`src/rtl/counter_access_arbiter_pkg.sv`:
```
`default_nettype none
// ============================================================================
// Module      : counter_arb_pkg
// Description : Shared operation/state encodings for counter_access_arbiter.
// Revision    : 1.0 - initial release
// ============================================================================
package counter_arb_pkg;

    typedef enum logic [1:0] {
        OP_RD   = 2'b00,
        OP_INC  = 2'b01,
        OP_DEC  = 2'b10,
        OP_LOAD = 2'b11
    } op_e;

    typedef enum logic [1:0] {
        ST_IDLE = 2'b00,
        ST_EXEC = 2'b01,
        ST_ACK  = 2'b10
    } state_e;

    localparam int c_NREQ_MIN = 2;
    localparam int c_NREQ_MAX = 8;

    // Requester index width; never below one bit so NREQ=2 still gets a real pointer.
    function automatic int ptr_width(input int n);
        return (n <= c_NREQ_MIN) ? 1 : $clog2(n);
    endfunction

endpackage
`default_nettype wire

```
`src/rtl/counter_access_arbiter_if.sv`:
```
`default_nettype none
// ============================================================================
// Module      : counter_access_arbiter_if
// Description : Requester-side bus of the shared counter (req/op/din in, ack/data out).
// Revision    : 1.0 - initial release
// ============================================================================
interface counter_access_arbiter_if #(
    parameter int WIDTH = 4,
    parameter int NREQ  = 4
);
    logic [NREQ-1:0]       req;
    logic [2*NREQ-1:0]     op;
    logic [WIDTH*NREQ-1:0] din;
    logic                  ovf_clr;
    logic [NREQ-1:0]       ack;
    logic [WIDTH-1:0]      rdata;
    logic [WIDTH-1:0]      count;
    logic                  wrap;
    logic                  ovf_sticky;

    modport master (
        output req, op, din, ovf_clr,
        input  ack, rdata, count, wrap, ovf_sticky
    );

    modport slave (
        input  req, op, din, ovf_clr,
        output ack, rdata, count, wrap, ovf_sticky
    );
endinterface
`default_nettype wire

```
`src/rtl/counter_access_arbiter_rr_arbiter.sv`:
```
`default_nettype none
// ============================================================================
// Module      : rr_arbiter
// Description : Combinational round-robin pick: first set req at or above rr_ptr, modulo NREQ.
// Revision    : 1.0 - initial release
// ============================================================================
module rr_arbiter #(
    parameter int NREQ  = 4,
    parameter int PTR_W = 2
) (
    input  logic [NREQ-1:0]  req,
    input  logic [PTR_W-1:0] rr_ptr,
    output logic [PTR_W-1:0] gnt_id,
    output logic             gnt_any
);

    // Walk offsets from farthest to nearest so the nearest match is written last.
    always_comb begin
        gnt_id  = '0;
        gnt_any = 1'b0;
        for (int k = NREQ - 1; k >= 0; k--) begin
            for (int i = 0; i < NREQ; i++) begin
                if (req[i] && (i == ((int'(rr_ptr) + k) % NREQ))) begin
                    gnt_id  = PTR_W'(i);
                    gnt_any = 1'b1;
                end
            end
        end
    end

endmodule
`default_nettype wire

```
`src/rtl/counter_access_arbiter.sv`:
```
`default_nettype none
// ============================================================================
// Module      : counter_access_arbiter
// Description : Shared WIDTH-bit counter serving NREQ requesters through a
//               round-robin IDLE/EXEC/ACK sequencer, with wrap and sticky flags.
//               Define COUNTER_ARB_SAT_EN to saturate instead of wrapping.
// Revision    : 1.0 - initial release
// ============================================================================
module counter_access_arbiter
    import counter_arb_pkg::*;
#(
    parameter int WIDTH   = 4,
    parameter int NREQ    = 4,
    parameter int RST_VAL = 0
) (
    input  logic                     clk,
    input  logic                     rst,
    counter_access_arbiter_if.slave  bus
);

    localparam int                 c_PTR_W     = ptr_width(NREQ);
    localparam logic [c_PTR_W-1:0] c_LAST_ID   = c_PTR_W'(NREQ - 1);
    localparam logic [WIDTH-1:0]   c_RST_COUNT = WIDTH'(RST_VAL);
    localparam logic [WIDTH:0]     c_ONE_EXT   = {{WIDTH{1'b0}}, 1'b1};

    state_e             r_state, w_state_nxt;
    logic [c_PTR_W-1:0] r_gnt_id, w_gnt_id_nxt;
    logic [c_PTR_W-1:0] r_rr_ptr, w_rr_ptr_nxt;
    op_e                r_op, w_op_nxt;
    logic [WIDTH-1:0]   r_din, w_din_nxt;
    logic [WIDTH-1:0]   r_count, w_count_nxt;
    logic [WIDTH-1:0]   r_rdata, w_rdata_nxt;
    logic [NREQ-1:0]    r_ack, w_ack_nxt;
    logic               r_wrap, w_wrap_nxt;
    logic               r_ovf_sticky, w_ovf_nxt;

    logic [c_PTR_W-1:0] w_arb_id;
    logic               w_arb_any;
    op_e                w_sel_op;
    logic [WIDTH-1:0]   w_sel_din;
    logic [WIDTH:0]     w_inc;
    logic [WIDTH:0]     w_dec;
    logic [WIDTH-1:0]   w_op_result;
    logic               w_op_wrap;

    rr_arbiter #(
        .NREQ  (NREQ),
        .PTR_W (c_PTR_W)
    ) u_rr_arbiter (
        .req     (bus.req),
        .rr_ptr  (r_rr_ptr),
        .gnt_id  (w_arb_id),
        .gnt_any (w_arb_any)
    );

    always_comb begin
        w_sel_op  = OP_RD;
        w_sel_din = '0;
        for (int i = 0; i < NREQ; i++) begin
            if (w_arb_id == c_PTR_W'(i)) begin
                w_sel_op  = op_e'(bus.op[2*i +: 2]);
                w_sel_din = bus.din[WIDTH*i +: WIDTH];
            end
        end
    end

    // Extra MSB of the extended sum/difference is the carry/borrow out.
    assign w_inc = {1'b0, r_count} + c_ONE_EXT;
    assign w_dec = {1'b0, r_count} - c_ONE_EXT;

    always_comb begin
        w_op_result = r_count;
        w_op_wrap   = 1'b0;
        case (r_op)
            OP_INC: begin
                w_op_wrap = w_inc[WIDTH];
`ifdef COUNTER_ARB_SAT_EN
                w_op_result = w_inc[WIDTH] ? r_count : w_inc[WIDTH-1:0];
`else
                w_op_result = w_inc[WIDTH-1:0];
`endif
            end
            OP_DEC: begin
                w_op_wrap = w_dec[WIDTH];
`ifdef COUNTER_ARB_SAT_EN
                w_op_result = w_dec[WIDTH] ? r_count : w_dec[WIDTH-1:0];
`else
                w_op_result = w_dec[WIDTH-1:0];
`endif
            end
            OP_LOAD: w_op_result = r_din;
            default: w_op_result = r_count;
        endcase
    end

    always_comb begin
        w_state_nxt  = r_state;
        w_gnt_id_nxt = r_gnt_id;
        w_op_nxt     = r_op;
        w_din_nxt    = r_din;
        w_count_nxt  = r_count;
        w_rdata_nxt  = r_rdata;
        w_ack_nxt    = '0;
        w_wrap_nxt   = 1'b0;
        w_rr_ptr_nxt = r_rr_ptr;
        case (r_state)
            ST_IDLE: begin
                if (w_arb_any) begin
                    w_gnt_id_nxt = w_arb_id;
                    w_op_nxt     = w_sel_op;
                    w_din_nxt    = w_sel_din;
                    w_state_nxt  = ST_EXEC;
                end
            end
            ST_EXEC: begin
                w_count_nxt = w_op_result;
                w_rdata_nxt = w_op_result;
                w_wrap_nxt  = w_op_wrap;
                for (int i = 0; i < NREQ; i++) begin
                    w_ack_nxt[i] = (r_gnt_id == c_PTR_W'(i));
                end
                w_rr_ptr_nxt = (r_gnt_id == c_LAST_ID) ? '0 : r_gnt_id + c_PTR_W'(1);
                w_state_nxt  = ST_ACK;
            end
            ST_ACK:  w_state_nxt = ST_IDLE;
            default: w_state_nxt = ST_IDLE;
        endcase
        // Wrap wins over clear both on the wrap edge and while the wrap pulse is visible.
        w_ovf_nxt = (r_ovf_sticky & ~bus.ovf_clr) | w_wrap_nxt | r_wrap;
    end

    always_ff @(posedge clk or posedge rst) begin
        if (rst) begin
            r_state      <= ST_IDLE;
            r_gnt_id     <= '0;
            r_rr_ptr     <= '0;
            r_op         <= OP_RD;
            r_din        <= '0;
            r_count      <= c_RST_COUNT;
            r_rdata      <= '0;
            r_ack        <= '0;
            r_wrap       <= 1'b0;
            r_ovf_sticky <= 1'b0;
        end else begin
            r_state      <= w_state_nxt;
            r_gnt_id     <= w_gnt_id_nxt;
            r_rr_ptr     <= w_rr_ptr_nxt;
            r_op         <= w_op_nxt;
            r_din        <= w_din_nxt;
            r_count      <= w_count_nxt;
            r_rdata      <= w_rdata_nxt;
            r_ack        <= w_ack_nxt;
            r_wrap       <= w_wrap_nxt;
            r_ovf_sticky <= w_ovf_nxt;
        end
    end

    assign bus.ack        = r_ack;
    assign bus.rdata      = r_rdata;
    assign bus.count      = r_count;
    assign bus.wrap       = r_wrap;
    assign bus.ovf_sticky = r_ovf_sticky;

endmodule
`default_nettype wire
```
`src/flat_wrapper.sv`:
```
// flat-port wrapper written by rule: the top's interface ports become plain ports
module counter_access_arbiter_flat import counter_arb_pkg::*;
#(
    parameter int WIDTH   = 4,
    parameter int NREQ    = 4,
    parameter int RST_VAL = 0
)
  (clk, rst, bus_req, bus_op, bus_din, bus_ovf_clr, bus_ack, bus_rdata, bus_count, bus_wrap, bus_ovf_sticky);
  counter_access_arbiter_if #(.WIDTH(WIDTH), .NREQ(NREQ)) bus_i ();
  input  logic clk;
  input  logic rst;
  input wire logic [$bits(bus_i.req)-1:0] bus_req;
  input wire logic [$bits(bus_i.op)-1:0] bus_op;
  input wire logic [$bits(bus_i.din)-1:0] bus_din;
  input wire logic [$bits(bus_i.ovf_clr)-1:0] bus_ovf_clr;
  output wire logic [$bits(bus_i.ack)-1:0] bus_ack;
  output wire logic [$bits(bus_i.rdata)-1:0] bus_rdata;
  output wire logic [$bits(bus_i.count)-1:0] bus_count;
  output wire logic [$bits(bus_i.wrap)-1:0] bus_wrap;
  output wire logic [$bits(bus_i.ovf_sticky)-1:0] bus_ovf_sticky;
  assign bus_i.req = bus_req;
  assign bus_i.op = bus_op;
  assign bus_i.din = bus_din;
  assign bus_i.ovf_clr = bus_ovf_clr;
  assign bus_ack = bus_i.ack;
  assign bus_rdata = bus_i.rdata;
  assign bus_count = bus_i.count;
  assign bus_wrap = bus_i.wrap;
  assign bus_ovf_sticky = bus_i.ovf_sticky;
  counter_access_arbiter #(.WIDTH(WIDTH), .NREQ(NREQ), .RST_VAL(RST_VAL)) u_core (.clk(clk), .rst(rst), .bus(bus_i));
endmodule
```
`config.mk`:
```
export PLATFORM = sky130hd
export DESIGN_NAME = counter_access_arbiter_flat
export DESIGN_NICKNAME = d
export VERILOG_FILES = /design/src/rtl/counter_access_arbiter_pkg.sv /design/src/rtl/counter_access_arbiter_if.sv /design/src/rtl/counter_access_arbiter_rr_arbiter.sv /design/src/rtl/counter_access_arbiter.sv /design/src/flat_wrapper.sv
export SDC_FILE = /design/constraint.sdc
export NUM_CORES = 1
export LEC_CHECK = 0
export BUFFER_PORTS_ARGS = -buffer_cell sky130_fd_sc_hd__buf_2
export CAP_MARGIN = 20
export CORE_MARGIN = 2
export CORE_UTILIZATION = 45
export CTS_CLUSTER_DIAMETER = 80
export DETAILED_ROUTE_END_ITERATION = 12
export PLACE_DENSITY = 0.76
export SLEW_MARGIN = 40
export SYNTH_ARGS = -nofsm -noshare
export SYNTH_HDL_FRONTEND = slang
export SYNTH_SLANG_ARGS = --single-unit
```
`constraint.sdc`:
```
create_clock -name clk -period 1.45 [get_ports clk]
set_input_delay 0.0725 -clock clk [delete_from_list [all_inputs] [get_ports clk]]
set_output_delay 0.0725 -clock clk [all_outputs]
set_load 0.02 [all_outputs]
```
==> results of run 1 <==
==> worst min-delay path by stage <==
stage | end | slack (ps) | cells after the start | start
2_1_floorplan | u_core.bus.ack[0]$_DFF_PP0_ | 60 | 1 | rst
3_3_place_gp | u_core.bus.ovf_sticky$_DFF_PP0_ | 120 | 3 | rst
3_5_place_dp | u_core.bus.ack[1]$_DFF_PP0_ | 120 | 3 | rst
4_1_cts | u_core.bus.ovf_sticky$_DFF_PP0_ | 30 | 3 | bus_ovf_clr
5_1_grt | u_core.bus.ovf_sticky$_DFF_PP0_ | 20 | 3 | bus_ovf_clr
6_report | u_core.bus.ovf_sticky$_DFF_PP0_ | 30 | 3 | bus_ovf_clr
==> power by group through the flow <==
stage / combinational, uW / sequential, uW / clock [uW]
after CTS: 1860 / 1110 / 346
final: 2060 / 1120 / 349
after floorplan: 1250 / 1190 / 0
after detailed placement: 1690 / 1130 / 0
after global placement: 1630 / 1110 / 0
after global routing: 2260 / 1160 / 382
==> registers in the layout, summed over array words and instances, names as in the netlist <==
| name | cells |
|---|---|
| u_core.bus.ack | 4 |
| u_core.bus.wrap | 1 |
| u_core.r_state | 2 |
| u_core.r_din | 4 |
| u_core.r_op | 2 |
| u_core.r_rr_ptr | 2 |
| u_core.bus.ovf_sticky | 1 |
| u_core.bus.count | 4 |
| u_core.r_gnt_id | 2 |
==> critical path: stages, from the launching register on <==
cell,delay [ps]
dfrtp_1,400
inv_2,50
a22o_1,240
a221oi_4,350
nand2b_4,260
o221ai_2,100
==> cell type report <==
type,instances,area share
multi-input combinational,90,0.4327
sequential,22,0.3189
tap,31,0.02232
clock buffer,4,0.02088
inverter,13,0.03096
timing repair buffer,53,0.1742
==> per-stage QoR <==
stage / TNS, ps / std cells
after global routing: -823.1 / 213
after CTS: -88.57 / 211
after detailed placement: -958.6 / 204
after floorplan: 0 / 131
after global placement: -321.3 / 204
final: -314.5 / 213
==> placed cells by master (no fill, tap or decap), types with 4 or more instances in the layout <==
cell,count
inv_1,10
nor2_1,5
ha_1,8
dfrtp_1,19
buf_2,44
o221ai_2,6
buf_4,7
mux2i_1,11
nand2_1,15
and2_1,4
o21ai_0,4
==> cells by family (layout without fill, tap and decap cells) <==
group | count (synthesis) | after routing | synth area share
and+or+nand+nor | 38 | 38 | 0.1363
AOI/OAI and AO/OA | 28 | 28 | 0.1664
adders and majority gates | 10 | 10 | 0.09398
muxes | 12 | 12 | 0.09023
buffers and inverters | 19 | 70 | 0.08647
DFF | 22 | 22 | 0.4135
xor gates and xnor gates | 2 | 2 | 0.01316
==> routing by layer <==
metal  GRT usage  vias to the layer above  routed length [um]
met1      0.2073                      527                1192
met5           0                        -                   0
met2      0.3226                       36                1547
met4     0.02990                        0                  23
met3     0.03516                        2                 159
li1            -                      560                   -
==> repair_timing <==
item,CTS,global route
endpoints found under the setup margin,7,10
resized for setup,8,13
pin swaps,2,3
setup buffers,2,2
hold endpoints to repair,22,0
hold buffers,1,0
==> impl_metrics.py, run 1 <==
metrics = {
    "floorplan": {
        "ios": 45,
        "die_y_um": 58.39,
        "core_um2": 2781,
        "dieWidth_um": 58.39,
        "rows": 19,
        "initial_core_util": 0.4786,
        "die-area_um2": 3409,
    },
    "synth": {
        "synth_edf_count": 0,
        "synth_most_common_cell": "dfrtp_1",
        "ys_warn_count": 0,
        "synth_common_cells": "dfrtp_1 (22), nand2_1 (15), inv_1 (12), mux2i_1 (12), ha_1 (10)",
        "synth-async-reset-ratio": 1.000,
        "syn_nets": 172,
        "yosys_most_used_dff": "dfrtp_1",
        "synth_area_leader_cell": "dfrtp_1",
        "syn_area_um2": 1331,
        "ys_ff_latch": 22,
        "synth_cell_types": 37,
        "syn_avg_cell_area_um2": 10.16,
        "netlist.area_leader.share": 0.4135,
        "synth_cells": 131,
        "ys_seq_area_frac": 0.4135,
        "synth_area_leaders": "dfrtp_1 (41%), ha_1 (9.4%), mux2i_1 (9.0%), nand2_1 (4.2%), o221ai_1 (3.9%)",
    },
    "timing": {
        "finClkSkew_ps": 3.394,
        "fin_ws_ps": -55.68,
        "rsz0062_at_grt": "yes",
        "hold_viol_final": 0,
        "min_period_over_period": 1.038,
        "slew_viol_final": 0,
        "whs_ps": 26.71,
        "period_minus_slack_ps": 1506,
        "tightest_slew_ps": 320.3,
        "max_slew_margin": 0.7864,
        "timing.fmax_mhz": 664.2,
        "setup_violations": 6,
    },
    "placement": {
        "place_congestion": 0.7721,
        "hpwl_mm": 2.112,
        "portBuffers": 44,
        "place_area_um2": 1560,
        "post-place-ws_ps": -189.7,
    },
    "clock_tree": {
        "cts_root_buf": "clkbuf_4",
        "clockBufferDepth": 2,
        "cts.sinks": 22,
        "cts_buffers": 3,
        "htreeDepth": 1,
        "insertion_delay_ps": 310,
        "cts_tree": "done",
        "clk_pin_slew_worst_paths_ps": 130,
    },
    "route": {
        "ant_nets": 0,
        "drt_first_pass_iters": 5,
        "wl_mm": 2.923,
        "vias_per_cell": 5.282,
        "initialDrtViolationCount": 21,
        "via_count": 1125,
        "drc": 0,
        "routedWlPerCell_um": 13.72,
    },
    "worst_setup_path": {
        "r2r_end": "u_core.r_din[3]$_DFFE_PP0P_",
        "worst_setup_path_start_kind": "flip-flop",
        "r2r-start": "u_core.r_rr_ptr[0]$_DFFE_PP0P_",
        "ff2ff_path_depth": 5,
        "critPathKind": "flip-flop to flip-flop",
        "crit_arrival_ps": 1710,
        "crit_end": "u_core.r_din[3]$_DFFE_PP0P_",
        "critPathLaunch": "u_core.r_rr_ptr[0]$_DFFE_PP0P_",
        "cp_data_required_time_ps": 1660,
        "reg2reg_slack_ps": -60,
        "crit_path_end_kind": "flip-flop",
        "path_max_fanout": 6,
    },
    "power": {
        "p_seq_frac": 0.318,
        "total_power_uw": 3532,
        "internal_power_uw": 1936,
        "power.switching_uw": 1596,
        "p_leak_uw": 0.0008921,
        "clockPowerShare": 0.099,
        "pwr-share-comb": 0.583,
        "power_density_nw_per_um2": 2032,
        "sw_frac_of_total": 0.4519,
        "peakVddDrop_mv": 1.182,
    },
    "cells_and_area": {
        "layout-drive-gt1-share": 0.4341,
        "multi_input_area_um2": 752.0,
        "final_cell_area_um2": 1738,
        "post-route-util": 0.6248,
        "area_growth_pct": 30.55,
        "num_antenna_cells": 0,
        "fillers": 227,
        "final_net_count": 224,
        "regArea_um2": 554.3,
    },
    "run": {
        "drv_cap": 0,
    },
    "global_routing": {
        "antenna_found_initial": 0,
        "grt.overflow.total": 0,
        "grt_max_degree": 23,
        "grt_pass1_wl_mm": 4.533,
        "grt_pass1_vias": 1050,
        "grt.total_usage": 0.1735,
    },
    "hold_path": {
        "hold_path.class": "input port to flip-flop",
    },
    "outcome": {
        "outcome": "finished, violations left",
        "violations": "setup timing",
    },
}
Note: power is estimated with default switching activity, not from simulation.
==> inputs of run 2 (changes only) <==
PLACE_DENSITY = 0.73   (was 0.76)
==> impl_metrics.py, run 2 (synthesis gave the netlist of run 1 again) <==
metrics = {
    "cells_and_area": {
        "layout-drive-gt1-share": 0.4176,
        "area_growth_pct": 29.79,
        "final_net_count": 224,
        "final_cell_mix": "buf_2 (44), dfrtp_1 (21), nand2_1 (15)",
        "final_common_cell": "buf_2",
        "final_cell_area_um2": 1728,
        "num_antenna_cells": 0,
    },
    "clock_tree": {
        "cts_buffers": 3,
        "cts_root_buf": "clkbuf_4",
        "insertion_delay_ps": 310,
        "cts_tree": "done",
        "cts.sinks": 22,
        "htreeDepth": 1,
        "clk_pin_slew_worst_paths_ps": 120,
        "clockBufferDepth": 2,
    },
    "route": {
        "vias_per_cell": 5.385,
        "drt_first_pass_iters": 4,
        "drc": 0,
        "ant_nets": 0,
        "routedWlPerCell_um": 13.99,
        "via_count": 1147,
        "wl_mm": 2.980,
        "initialDrtViolationCount": 45,
    },
    "timing": {
        "hold_viol_final": 0,
        "period_minus_slack_ps": 1551,
        "setup_violations": 6,
        "finClkSkew_ps": 4.243,
        "max_slew_margin": 0.7879,
        "whs_ps": 28.76,
        "fin_ws_ps": -101.0,
        "min_period_over_period": 1.070,
        "tightest_slew_ps": 318.1,
        "timing.fmax_mhz": 644.7,
        "rsz0062_at_grt": "yes",
        "slew_viol_final": 0,
    },
    "worst_setup_path": {
        "crit_path_end_kind": "flip-flop",
        "cp.depth": 5,
        "path_max_fanout": 7,
        "cp_cell_sequence": "inv_2, a22o_1, a221oi_2, nand2_2, o221ai_2",
        "critPathKind": "flip-flop to flip-flop",
        "worst_setup_path_start_kind": "flip-flop",
        "cp_data_required_time_ps": 1680,
        "cp_top_family": "compound AO/OA/AOI/OAI gates",
        "ff2ff_path_depth": 5,
        "crit_path_top_delay_cell": "dfrtp_1",
        "crit_arrival_ps": 1780,
        "cp_num_buf_inv": 1,
        "slowest_delay_ps": 420,
    },
    "power": {
        "peakVddDrop_mv": 1.308,
        "power.switching_uw": 1574,
        "p_leak_uw": 0.0008945,
        "pwr-share-comb": 0.556,
        "power_density_nw_per_um2": 2079,
        "sw_frac_of_total": 0.4381,
        "clockPowerShare": 0.130,
        "p_seq_frac": 0.314,
        "internal_power_uw": 2019,
        "total_power_uw": 3592,
    },
    "outcome": {
        "violations": "setup timing",
        "outcome": "finished, violations left",
    },
    "floorplan": {
        "initial_core_util": 0.4786,
        "die-area_um2": 3409,
        "core_um2": 2781,
        "dieWidth_um": 58.39,
        "die_y_um": 58.39,
        "rows": 19,
        "ios": 45,
    },
    "global_routing": {
        "grt.overflow.total": 0,
        "antenna_found_initial": 0,
        "grt_pass1_vias": 1148,
        "grt.total_usage": 0.1841,
        "grt_max_degree": 23,
        "grt_pass1_wl_mm": 4.857,
    },
    "hold_path": {
        "hold_path.class": "input port to flip-flop",
        "hold_path_depth": 3,
    },
    "placement": {
        "place_congestion": 0.7732,
        "portBuffers": 44,
        "hpwl_mm": 2.193,
        "place_area_um2": 1560,
    },
    "run": {
        "drv_cap": 0,
    },
}
## run 2: what timing repair did
action,4_1_cts,5_1_grt
gates resized for setup,10,4
setup buffers,4,0
endpoints found under the hold margin,22,0
pin swaps,10,2
endpoints found under the setup margin,7,12
hold buffers,1,0
## run 2: power by group through the flow
stage,Sequential [uW],Clock [uW],Combinational [uW]
4_1_cts,1120,480,1940
3_3_place_gp,1110,0,1640
2_1_floorplan,1190,0,1250
3_5_place_dp,1130,0,1700
5_1_grt,1170,505,2200
6_report,1130,467,2000
## run 2: final timing paths
| path | from | to | slack (ps) |
|---|---|---|---|
| min in group asynchronous | rst | u_core.bus.ack[0]$_DFF_PP0_ | 330 |
| worst min-delay path | bus_ovf_clr | u_core.bus.ovf_sticky$_DFF_PP0_ | 30 |
| worst min register to register | u_core.bus.wrap$_DFF_PP0_ | u_core.bus.ovf_sticky$_DFF_PP0_ | 480 |
| worst max register to register | u_core.r_rr_ptr[0]$_DFFE_PP0P_ | u_core.r_din[3]$_DFFE_PP0P_ | -100 |
| max in group asynchronous | rst | u_core.bus.count[0]$_DFFE_PP0P_ | 890 |
| worst max-delay path | u_core.r_rr_ptr[0]$_DFFE_PP0P_ | u_core.r_din[3]$_DFFE_PP0P_ | -100 |
## run 2: final cells by class
cell class / count / area [um^2]
clock buffers: 3 / 22.52
multi-input cells: 90 / 728.2
well taps: 31 / 38.79
fillers: 232 / 1054
inverters: 13 / 53.80
repair buffers: 53 / 302.8
flip-flops and latches: 22 / 551.8
clock inverters: 1 / 30.03
## run 2: layer usage
| layer | vias up | part of all wire | routed length [um] | track usage |
|---|---|---|---|---|
| met3 | 0 | 0.052 | 156 | 0.03956 |
| met1 | 541 | 0.42 | 1256 | 0.2168 |
| met2 | 46 | 0.53 | 1567 | 0.3499 |
| li1 | 560 | - | - | - |
| met4 | 0 | 0 | 0 | 0.01993 |
| met5 | - | 0 | 0 | 0 |
## run 2: worst reg2reg max path, stage by stage (launching register included)
cell      delay [ps]
dfrtp_1          420
inv_2             60
a22o_1           220
a221oi_2         330
nand2_2          220
o221ai_2         220
## run 2: per-stage QoR
step           setup TNS, ps  instances  utilization  worst slack, ps
6_report              -520.3        213       0.6212           -101.0
5_1_grt               -891.1        213       0.6212           -146.5
4_1_cts               -313.0        213       0.6163           -59.72
3_5_place_dp          -844.9        204       0.5610           -177.1
3_3_place_gp          -307.2        204       0.5610           -56.98
2_1_floorplan              0        131            -            18.89
